[config.mk]
export PLATFORM = sky130hd
export DESIGN_NAME = if_ctrl
export DESIGN_NICKNAME = d
export VERILOG_FILES = /design/src/rtl/cpu_pkg.sv /design/src/rtl/if_ctrl_perf.sv /design/src/rtl/if_ctrl.sv
export SDC_FILE = /design/constraint.sdc
export NUM_CORES = 1
export LEC_CHECK = 0
export CAP_MARGIN = 0
export CORE_ASPECT_RATIO = 0.75
export CORE_MARGIN = 5
export CORE_UTILIZATION = 27
export DETAILED_ROUTE_END_ITERATION = 12
export DONT_BUFFER_PORTS = 1
export GPL_TIMING_DRIVEN = 0
export SLEW_MARGIN = 20
export SYNTH_ARGS = -nofsm -noshare
export SYNTH_HDL_FRONTEND = slang
export SYNTH_SLANG_ARGS = --single-unit
[constraint.sdc]
create_clock -name clk -period 2.7 [get_ports clk]
set_clock_uncertainty 0.1 [all_clocks]
set_input_delay 0.135 -clock clk [delete_from_list [all_inputs] [get_ports clk]]
set_output_delay 0.135 -clock clk [all_outputs]
set_load 0.01 [all_outputs]
[src/rtl/cpu_pkg.sv]
// Shared fetch-stage definitions: datapath widths, HALT opcode, NOP word and FSM states.
package cpu_pkg;

  localparam int INST_W = 16;
  localparam int PC_W   = 8;
  localparam int PERF_W = 16;
  localparam int OP_W   = 5;

  localparam logic [OP_W-1:0]   OP_HALT = 5'b11111;
  localparam logic [INST_W-1:0] NOP     = 16'h0000;

  typedef enum logic [1:0] {
    IDLE = 2'd0,
    RUN  = 2'd1,
    HALT = 2'd2
  } state_t;

  function automatic logic is_halt(input logic [INST_W-1:0] inst);
    return inst[INST_W-1 -: OP_W] == OP_HALT;
  endfunction

endpackage

[src/rtl/if_ctrl_perf.sv]
// Saturating event counters for the fetch stage (fetch, stall, flush), one per inc bit.
module if_ctrl_perf
  import cpu_pkg::*;
(
  input  logic                   clk,
  input  logic                   rst_n,
  input  logic [2:0]             inc,
  output logic [2:0][PERF_W-1:0] cnt
);

  logic [PERF_W-1:0] cnt_reg [3];

  for (genvar gi = 0; gi < 3; gi++) begin : g_cnt
    always_ff @(posedge clk or negedge rst_n) begin
      if (!rst_n) begin
        cnt_reg[gi] <= '0;
      end else if (inc[gi] && (cnt_reg[gi] != {PERF_W{1'b1}})) begin
        cnt_reg[gi] <= cnt_reg[gi] + PERF_W'(1);
      end
    end
    assign cnt[gi] = cnt_reg[gi];
  end

endmodule

[src/rtl/if_ctrl.sv]
// Instruction-fetch controller: drives the external ROM address and registers the IF/ID stage.
// Optional performance counters are built when IF_CTRL_PERF_CNT_EN is defined.
module if_ctrl
  import cpu_pkg::*;
#(
  parameter logic [PC_W-1:0] RESET_PC = 8'h00
) (
  input  logic              clk,
  input  logic              rst_n,
  input  logic              start,
  input  logic              stall,
  input  logic              branch_taken,
  input  logic [PC_W-1:0]   branch_target,
  output logic [PC_W-1:0]   imem_addr,
  input  logic [INST_W-1:0] imem_rdata,
  output logic [INST_W-1:0] inst_out,
  output logic [PC_W-1:0]   pc_out,
  output logic              inst_valid,
  output logic              halted
`ifdef IF_CTRL_PERF_CNT_EN
  ,
  output logic [PERF_W-1:0] fetch_cnt,
  output logic [PERF_W-1:0] stall_cnt,
  output logic [PERF_W-1:0] flush_cnt
`endif
);

  state_t              state_reg;
  logic [PC_W-1:0]     pc_reg;
  logic [INST_W-1:0]   inst_reg;
  logic [PC_W-1:0]     pcout_reg;
  logic                valid_reg;

  // Priority: redirect, then stall, then start, then normal fetch.
  always_ff @(posedge clk or negedge rst_n) begin
    if (!rst_n) begin
      state_reg <= IDLE;
      pc_reg    <= RESET_PC;
      inst_reg  <= NOP;
      pcout_reg <= '0;
      valid_reg <= 1'b0;
    end else if (branch_taken) begin
      // A redirect also cancels a speculative HALT, so HALT returns to RUN.
      pc_reg    <= branch_target;
      inst_reg  <= NOP;
      valid_reg <= 1'b0;
      if (state_reg == HALT) begin
        state_reg <= RUN;
      end
    end else if (!stall) begin
      if (start && (state_reg != RUN)) begin
        state_reg <= RUN;
        pc_reg    <= RESET_PC;
        inst_reg  <= NOP;
        valid_reg <= 1'b0;
      end else if (state_reg == RUN) begin
        inst_reg  <= imem_rdata;
        pcout_reg <= pc_reg;
        valid_reg <= 1'b1;
        if (is_halt(imem_rdata)) begin
          state_reg <= HALT;
        end else begin
          pc_reg <= pc_reg + PC_W'(1);
        end
      end else begin
        inst_reg  <= NOP;
        valid_reg <= 1'b0;
      end
    end
  end

  assign imem_addr  = pc_reg;
  assign inst_out   = inst_reg;
  assign pc_out     = pcout_reg;
  assign inst_valid = valid_reg;
  assign halted     = (state_reg == HALT);

`ifdef IF_CTRL_PERF_CNT_EN
  logic [2:0][PERF_W-1:0] perf_cnt;
  logic                   stall_inc;

  assign stall_inc = (state_reg == RUN) && stall && !branch_taken;

  if_ctrl_perf u_perf (
    .clk   (clk),
    .rst_n (rst_n),
    .inc   ({branch_taken, stall_inc, valid_reg}),
    .cnt   (perf_cnt)
  );

  assign fetch_cnt = perf_cnt[0];
  assign stall_cnt = perf_cnt[1];
  assign flush_cnt = perf_cnt[2];
`endif

endmodule

==> results.sh, run 1 <==
export IMPL_io_pins=63
export IMPL_p_clk_share_pct=29.5
export IMPL_mostFrequentLayoutCells="dfrtp_1, dlygate4sd3_1, a22o_1"
export IMPL_clk_latency_ps=290
export IMPL_synth_cells=128
export IMPL_finalHoldViolations=0
export IMPL_synth_cell_types=37
export IMPL_fin_crit_ps=1870
export IMPL_nets=191
export IMPL_placement_rows=24
export IMPL_slew_viol_final=0
export IMPL_largest_register_ff_count=16
export IMPL_cts_resized=0
export IMPL_dieArea_um2=7450
export IMPL_post_route_period_util_pct=69.4
export IMPL_peakVddDrop_v=0.000186
export IMPL_combPwrFrac_pct=15.6
export IMPL_postCtsSetupRepairBufs=0
export IMPL_crit_type="register to register"
export IMPL_p_leak_nw=0.860
export IMPL_avgRoutedWirePerCell_um=17.8
export IMPL_rsz0062_at_grt="false"
export IMPL_overflow=0
export IMPL_finalSetupTns_ps=0
export IMPL_numPortBuffers=0
export IMPL_critPathRequiredTime_ps=2760
export IMPL_slew_headroom_pct=67.6
export IMPL_yosysSeqAreaShare_pct=55.8
export IMPL_gp_congestion=0.757
export IMPL_finalNonFillerCells=240
export IMPL_dp_cells=206
export IMPL_status="complete, no violations"
export IMPL_tritoncts="done"
export IMPL_grt_pass1_vias=1217
export IMPL_final_area_um2=2020
export IMPL_grt_pass1_wl_mm=6.73
export IMPL_antenna_found_initial=0
export IMPL_grt_usage_pct=11.6
export IMPL_syn_area_um2=1570
export IMPL_synth_edf_count=0
export IMPL_drtAntennaViolNets=0
export IMPL_p_sw_mw=0.379
export IMPL_clkTransAtPathRegs_ps=80
export IMPL_yosys_most_used_dff="dfrtp_1"
export IMPL_clkSinkCount=35
export IMPL_chipWidth_um=98.0
export IMPL_syn_to_final_growth_pct=28.6
export IMPL_drive_gt1_share_pct=16.0
export IMPL_seqPwrFrac_pct=54.9
export IMPL_synth_async_reset_ratio_pct=100
export IMPL_start_util_pct=27.4
export IMPL_total_power_mw=1.26
export IMPL_drc=0
export IMPL_p_int_mw=0.886
export IMPL_place_area_um2=1670
export IMPL_worstPathMaxFanout=7
export IMPL_die_y_um=76.0
export IMPL_routed_via_density=5.05
export IMPL_dp_hpwl_mm=2.89
export IMPL_cts_max_level=2
export IMPL_cts_max_path_buffers=2
export IMPL_grt_max_degree=36
export IMPL_synth_seq_cells=35
export IMPL_cts_buffers=5
export IMPL_final_common_cell="dfrtp_1"
export IMPL_coreArea_um2=5740
export IMPL_hold_class="input port to register"
export IMPL_cp_start_kind="register"
export IMPL_syn_area_per_cell_um2=12.3
export IMPL_root_buffer="clkbuf_8"
export IMPL_swShare_pct=30.0
export IMPL_cap_violations=0
export IMPL_ys_warnings_count=0
export IMPL_firstDrtPassIters=4
export IMPL_arrival_ps=1930
export IMPL_via_count=1212
export IMPL_diodes=0
export IMPL_power_density_nw_per_um2=627
export IMPL_initialDrtViolationCount=68
export IMPL_setup_viol=0
export IMPL_worst_setup_path_end_kind="register"
export IMPL_r2r_slack_ps=830
export IMPL_drt_total_wl_mm=4.26
export IMPL_post_route_util_pct=35.2
export IMPL_tightest_slew_ps=486
export IMPL_max_freq_mhz=533
export IMPL_syn_nets=158
==> worst max-delay path, stage by stage (launching register included) <==
cell and delay [ps]:
dfrtp_1 500, ha_1 250, nand3_1 130, or2_2 320, o311ai_0 300, o311ai_1 150
==> power groups by stage <==
| stage | Clock [mW] | Sequential, mW | Combinational [mW] |
|---|---|---|---|
| global route | 0.413 | 0.706 | 0.217 |
| CTS | 0.390 | 0.696 | 0.199 |
| floorplan | 0 | 0.684 | 0.128 |
| global placement | 0 | 0.704 | 0.150 |
| detailed placement | 0 | 0.706 | 0.154 |
| finish | 0.373 | 0.695 | 0.197 |
==> synthesized netlist by cell type (2+ instances only) <==
cell,instances,area share (%)
buf_2,5,1.6
nand2_1,10,2.4
o211ai_1,3,1.4
nor2_1,3,0.72
or3_1,2,0.80
a21oi_1,4,1.3
nor2b_1,3,1.2
nand3_1,4,1.3
o311ai_1,4,2.2
o311ai_0,4,2.2
dfrtp_1,35,56
mux2_2,8,5.7
nor3b_1,2,0.96
and3_1,2,0.80
nand2b_1,2,0.80
a22o_1,16,8.9
==> per-stage QoR <==
step,hold WS (ps),setup slack (ps)
after floorplan,-261,1030
after global placement,-260,858
after detailed placement,-259,802
after CTS,26.4,791
after global routing,52.9,678
final,38.8,825
==> logic make-up (layout without fill, tap and decap cells) <==
| group | after synthesis | count (layout) | synth area share, % |
|---|---|---|---|
| simple gates | 36 | 36 | 13.5 |
| mux | 8 | 8 | 5.74 |
| fa+ha+maj | 1 | 1 | 0.797 |
| compound gates | 39 | 39 | 21.1 |
| flops | 35 | 35 | 55.8 |
| buf+inv | 9 | 43 | 3.03 |
==> repair_timing <==
item,CTS,global route
hold buffers,26,0
setup endpoints to repair,0,0
endpoints found under the hold margin,59,0
==> worst paths after layout <==
check | start | end | cells past startpoint
worst max-delay path | imem_addr[0] | imem_addr[6] | 5
worst min-delay path | start | imem_addr[2] | 3
worst max register to register | imem_addr[0] | imem_addr[6] | 5
worst min register to register | inst_out[3] | inst_out[3] | 1
max in group asynchronous | rst_n | inst_out[7] | 2
min in group asynchronous | rst_n | pc_out[4] | 2
==> routing by layer <==
| metal | GRT usage, % | vias to the layer above | part of all wire, % |
|---|---|---|---|
| met2 | 17.1 | 44 | 46 |
| met5 | 0 | - | 0 |
| met3 | 5.86 | 6 | 7.8 |
| li1 | - | 561 | - |
| met4 | 3.60 | 0 | 1.6 |
| met1 | 15.0 | 601 | 44 |
==> final cells by class <==
cell class | count | area, µm²
Buffer | 8 | 43.8
Clock buffer | 7 | 76.3
Clock inverter | 1 | 5.00
Fill cell | 581 | 3720
Inverter | 1 | 3.75
Multi-Input combinational cell | 84 | 646
Sequential cell | 35 | 876
Tap cell | 78 | 97.6
Timing Repair Buffer | 26 | 270
No activity file was read; power rests on OpenSTA's default activity.
==> inputs of run 2 (changes only) <==
--- a/config.mk
+++ b/config.mk
@@ -5,6 +5,7 @@
 export SDC_FILE = /design/constraint.sdc
 export NUM_CORES = 1
 export LEC_CHECK = 0
+export ABC_AREA = 1
 export CAP_MARGIN = 0
 export CORE_ASPECT_RATIO = 0.75
 export CORE_MARGIN = 5
==> constraint.sdc (replaced) <==
create_clock -name clk -period 1.7 [get_ports clk]
set_clock_uncertainty 0.1 [all_clocks]
set_input_delay 0.085 -clock clk [delete_from_list [all_inputs] [get_ports clk]]
set_output_delay 0.085 -clock clk [all_outputs]
set_load 0.01 [all_outputs]
==> results.sh, run 2 <==
export IMPL_status="complete, no violations"
export IMPL_min_from="stall"
export IMPL_grt_pass1_vias=1528
export IMPL_rsz0062_at_grt="false"
export IMPL_crit_type="register to register"
export IMPL_worstPathMaxFanout=6
export IMPL_overflow=0
export IMPL_crit_start="imem_addr[0]"
export IMPL_tritoncts="done"
export IMPL_post_route_period_util_pct=94.0
export IMPL_r2r_slack_ps=100
export IMPL_start_util_pct=28.3
export IMPL_clkTransAtPathRegs_ps=80
export IMPL_syn_area_um2=1670
export IMPL_drt_total_wl_mm=4.55
export IMPL_clkSinkCount=35
export IMPL_seq_area_um2=876
export IMPL_drc=0
export IMPL_cts_max_level=2
export IMPL_coreArea_um2=5920
export IMPL_max_freq_mhz=626
export IMPL_antenna_found_initial=0
export IMPL_chipWidth_um=101
export IMPL_num_fill_cells=627
export IMPL_yosysTopAreaCellShare_pct=52.3
export IMPL_p_leak_nw=1.06
export IMPL_critPathRequiredTime_ps=1780
export IMPL_r2r_start="imem_addr[0]"
export IMPL_fin_crit_ps=1600
export IMPL_cp_endpoint="imem_addr[6]"
export IMPL_fin_ws_ps=103
export IMPL_synth_cells=216
export IMPL_final_common_cell="nand2_1"
export IMPL_numPortBuffers=0
export IMPL_gp_congestion=0.863
export IMPL_multiInputGateArea_um2=652
export IMPL_slew_viol_final=0
export IMPL_mostFrequentLayoutCells="nand2_1, dfrtp_1, o21ai_0"
export IMPL_synth_seq_cells=35
export IMPL_synth_edf_count=0
export IMPL_r2r_cells=8
export IMPL_grt_max_degree=36
export IMPL_dieArea_um2=7890
export IMPL_initialDrtViolationCount=83
export IMPL_routed_via_density=4.54
export IMPL_cp_start_kind="register"
export IMPL_peakVddDrop_v=0.000499
export IMPL_hold_slack_ps=57.6
export IMPL_grt_usage_pct=12.2
export IMPL_placement_rows=24
export IMPL_timing_rr_end="imem_addr[6]"
export IMPL_postCtsSetupRepairBufs=0
export IMPL_clk_latency_ps=290
export IMPL_root_buffer="clkbuf_8"
export IMPL_hold_class="input port to register"
export IMPL_finalHoldViolations=0
export IMPL_drtAntennaViolNets=0
export IMPL_yosys_most_used_dff="dfrtp_1"
export IMPL_slew_headroom_pct=72.5
export IMPL_avgRoutedWirePerCell_um=13.9
export IMPL_nets=279
export IMPL_synth_async_reset_ratio_pct=100
export IMPL_cts_buffers=5
export IMPL_drive_gt1_share_pct=8.43
export IMPL_finalSetupTns_ps=0
export IMPL_post_route_util_pct=36.0
export IMPL_dp_hpwl_mm=3.32
export IMPL_cap_violations=0
export IMPL_syn_area_per_cell_um2=7.75
export IMPL_yosys_cell_count_top_type="nand2_1"
export IMPL_io_pins=63
export IMPL_synthTopCellsByArea="dfrtp_1, nand2_1, o21ai_0, inv_1, nor2_1"
export IMPL_diodes=0
export IMPL_place_area_um2=1770
export IMPL_ys_warnings_count=0
export IMPL_power_density_nw_per_um2=1220
export IMPL_tightest_slew_ps=413
export IMPL_setup_viol=0
export IMPL_synthTopCellsByCount="nand2_1, dfrtp_1, o21ai_0"
export IMPL_worst_setup_path_end_kind="register"
export IMPL_grt_pass1_wl_mm=7.56
export IMPL_syn_nets=246
export IMPL_arrival_ps=1670
export IMPL_cts_max_path_buffers=2
export IMPL_synth_top_area_cell="dfrtp_1"
export IMPL_synth_cell_types=20
export IMPL_die_y_um=78.2
export IMPL_final_area_um2=2130
export IMPL_via_count=1486
export IMPL_dp_slack_ps=135
export IMPL_largest_register_ff_count=16
export IMPL_yosysSeqAreaShare_pct=52.3
export IMPL_firstDrtPassIters=4
export IMPL_syn_to_final_growth_pct=27.2
## run 2: worst max-delay path, stage by stage, from the launching register on
cell     delay, ps
dfrtp_1        520
ha_1           250
nand3_1        160
nor2_1         180
nand2_1         70
nand2_1         60
nor2_1          40
nor2_1          80
nor2_1          40
## run 2: logic make-up (layout without fill, tap and decap cells)
logic type / after synthesis / after routing / synth area share [%]
simple gates: 110 / 110 / 27.1
compound gates: 35 / 35 / 11.1
flops: 35 / 35 / 52.3
buf+inv: 35 / 68 / 8.74
fa+ha+maj: 1 / 1 / 0.747
## run 2: power breakdown
group          switching [mW]  internal, mW
clock network           0.294         0.318
logic                   0.371         0.230
registers               0.333          1.04
## run 2: how the worst min path moves through the flow
| stage | slack, ps | depth (start not counted) | to |
|---|---|---|---|
| floorplan | -310 | 0 | imem_addr[0] |
| global placement | -310 | 0 | inst_out[14] |
| detailed placement | -310 | 0 | inst_out[14] |
| CTS | 60 | 4 | inst_out[5] |
| global route | 60 | 4 | inst_out[4] |
| finish | 60 | 4 | inst_out[3] |
## run 2: what timing repair did
action                    CTS  global route
hold endpoints to repair   59             0
gates resized for setup     0             0
hold buffers               26             0
## run 2: final cells by class
class / count / area share, %
plain buffers: 5 / 1.35
clock buffers: 6 / 3.88
clock inverters: 1 / 0.235
inverters: 30 / 5.52
multi-input cells: 146 / 30.6
flip-flops and latches: 35 / 41.1
well taps: 78 / 4.58
repair buffers: 26 / 12.7
## run 2: layer usage
layer / share of wire [%] / global-route usage [%] / routed length (µm)
met1: 47 / 16.3 / 2140
met2: 39 / 17.6 / 1760
met3: 14 / 6.02 / 619
met4: 0.83 / 2.79 / 38
met5: 0 / 0 / 0
## run 2: through the flow
| stage | power, mW | cells |
|---|---|---|
| after floorplan | 1.74 | 216 |
| after global placement | 1.91 | 294 |
| after detailed placement | 1.93 | 294 |
| after CTS | 2.64 | 327 |
| after global routing | 2.80 | 327 |
| final | 2.59 | 327 |
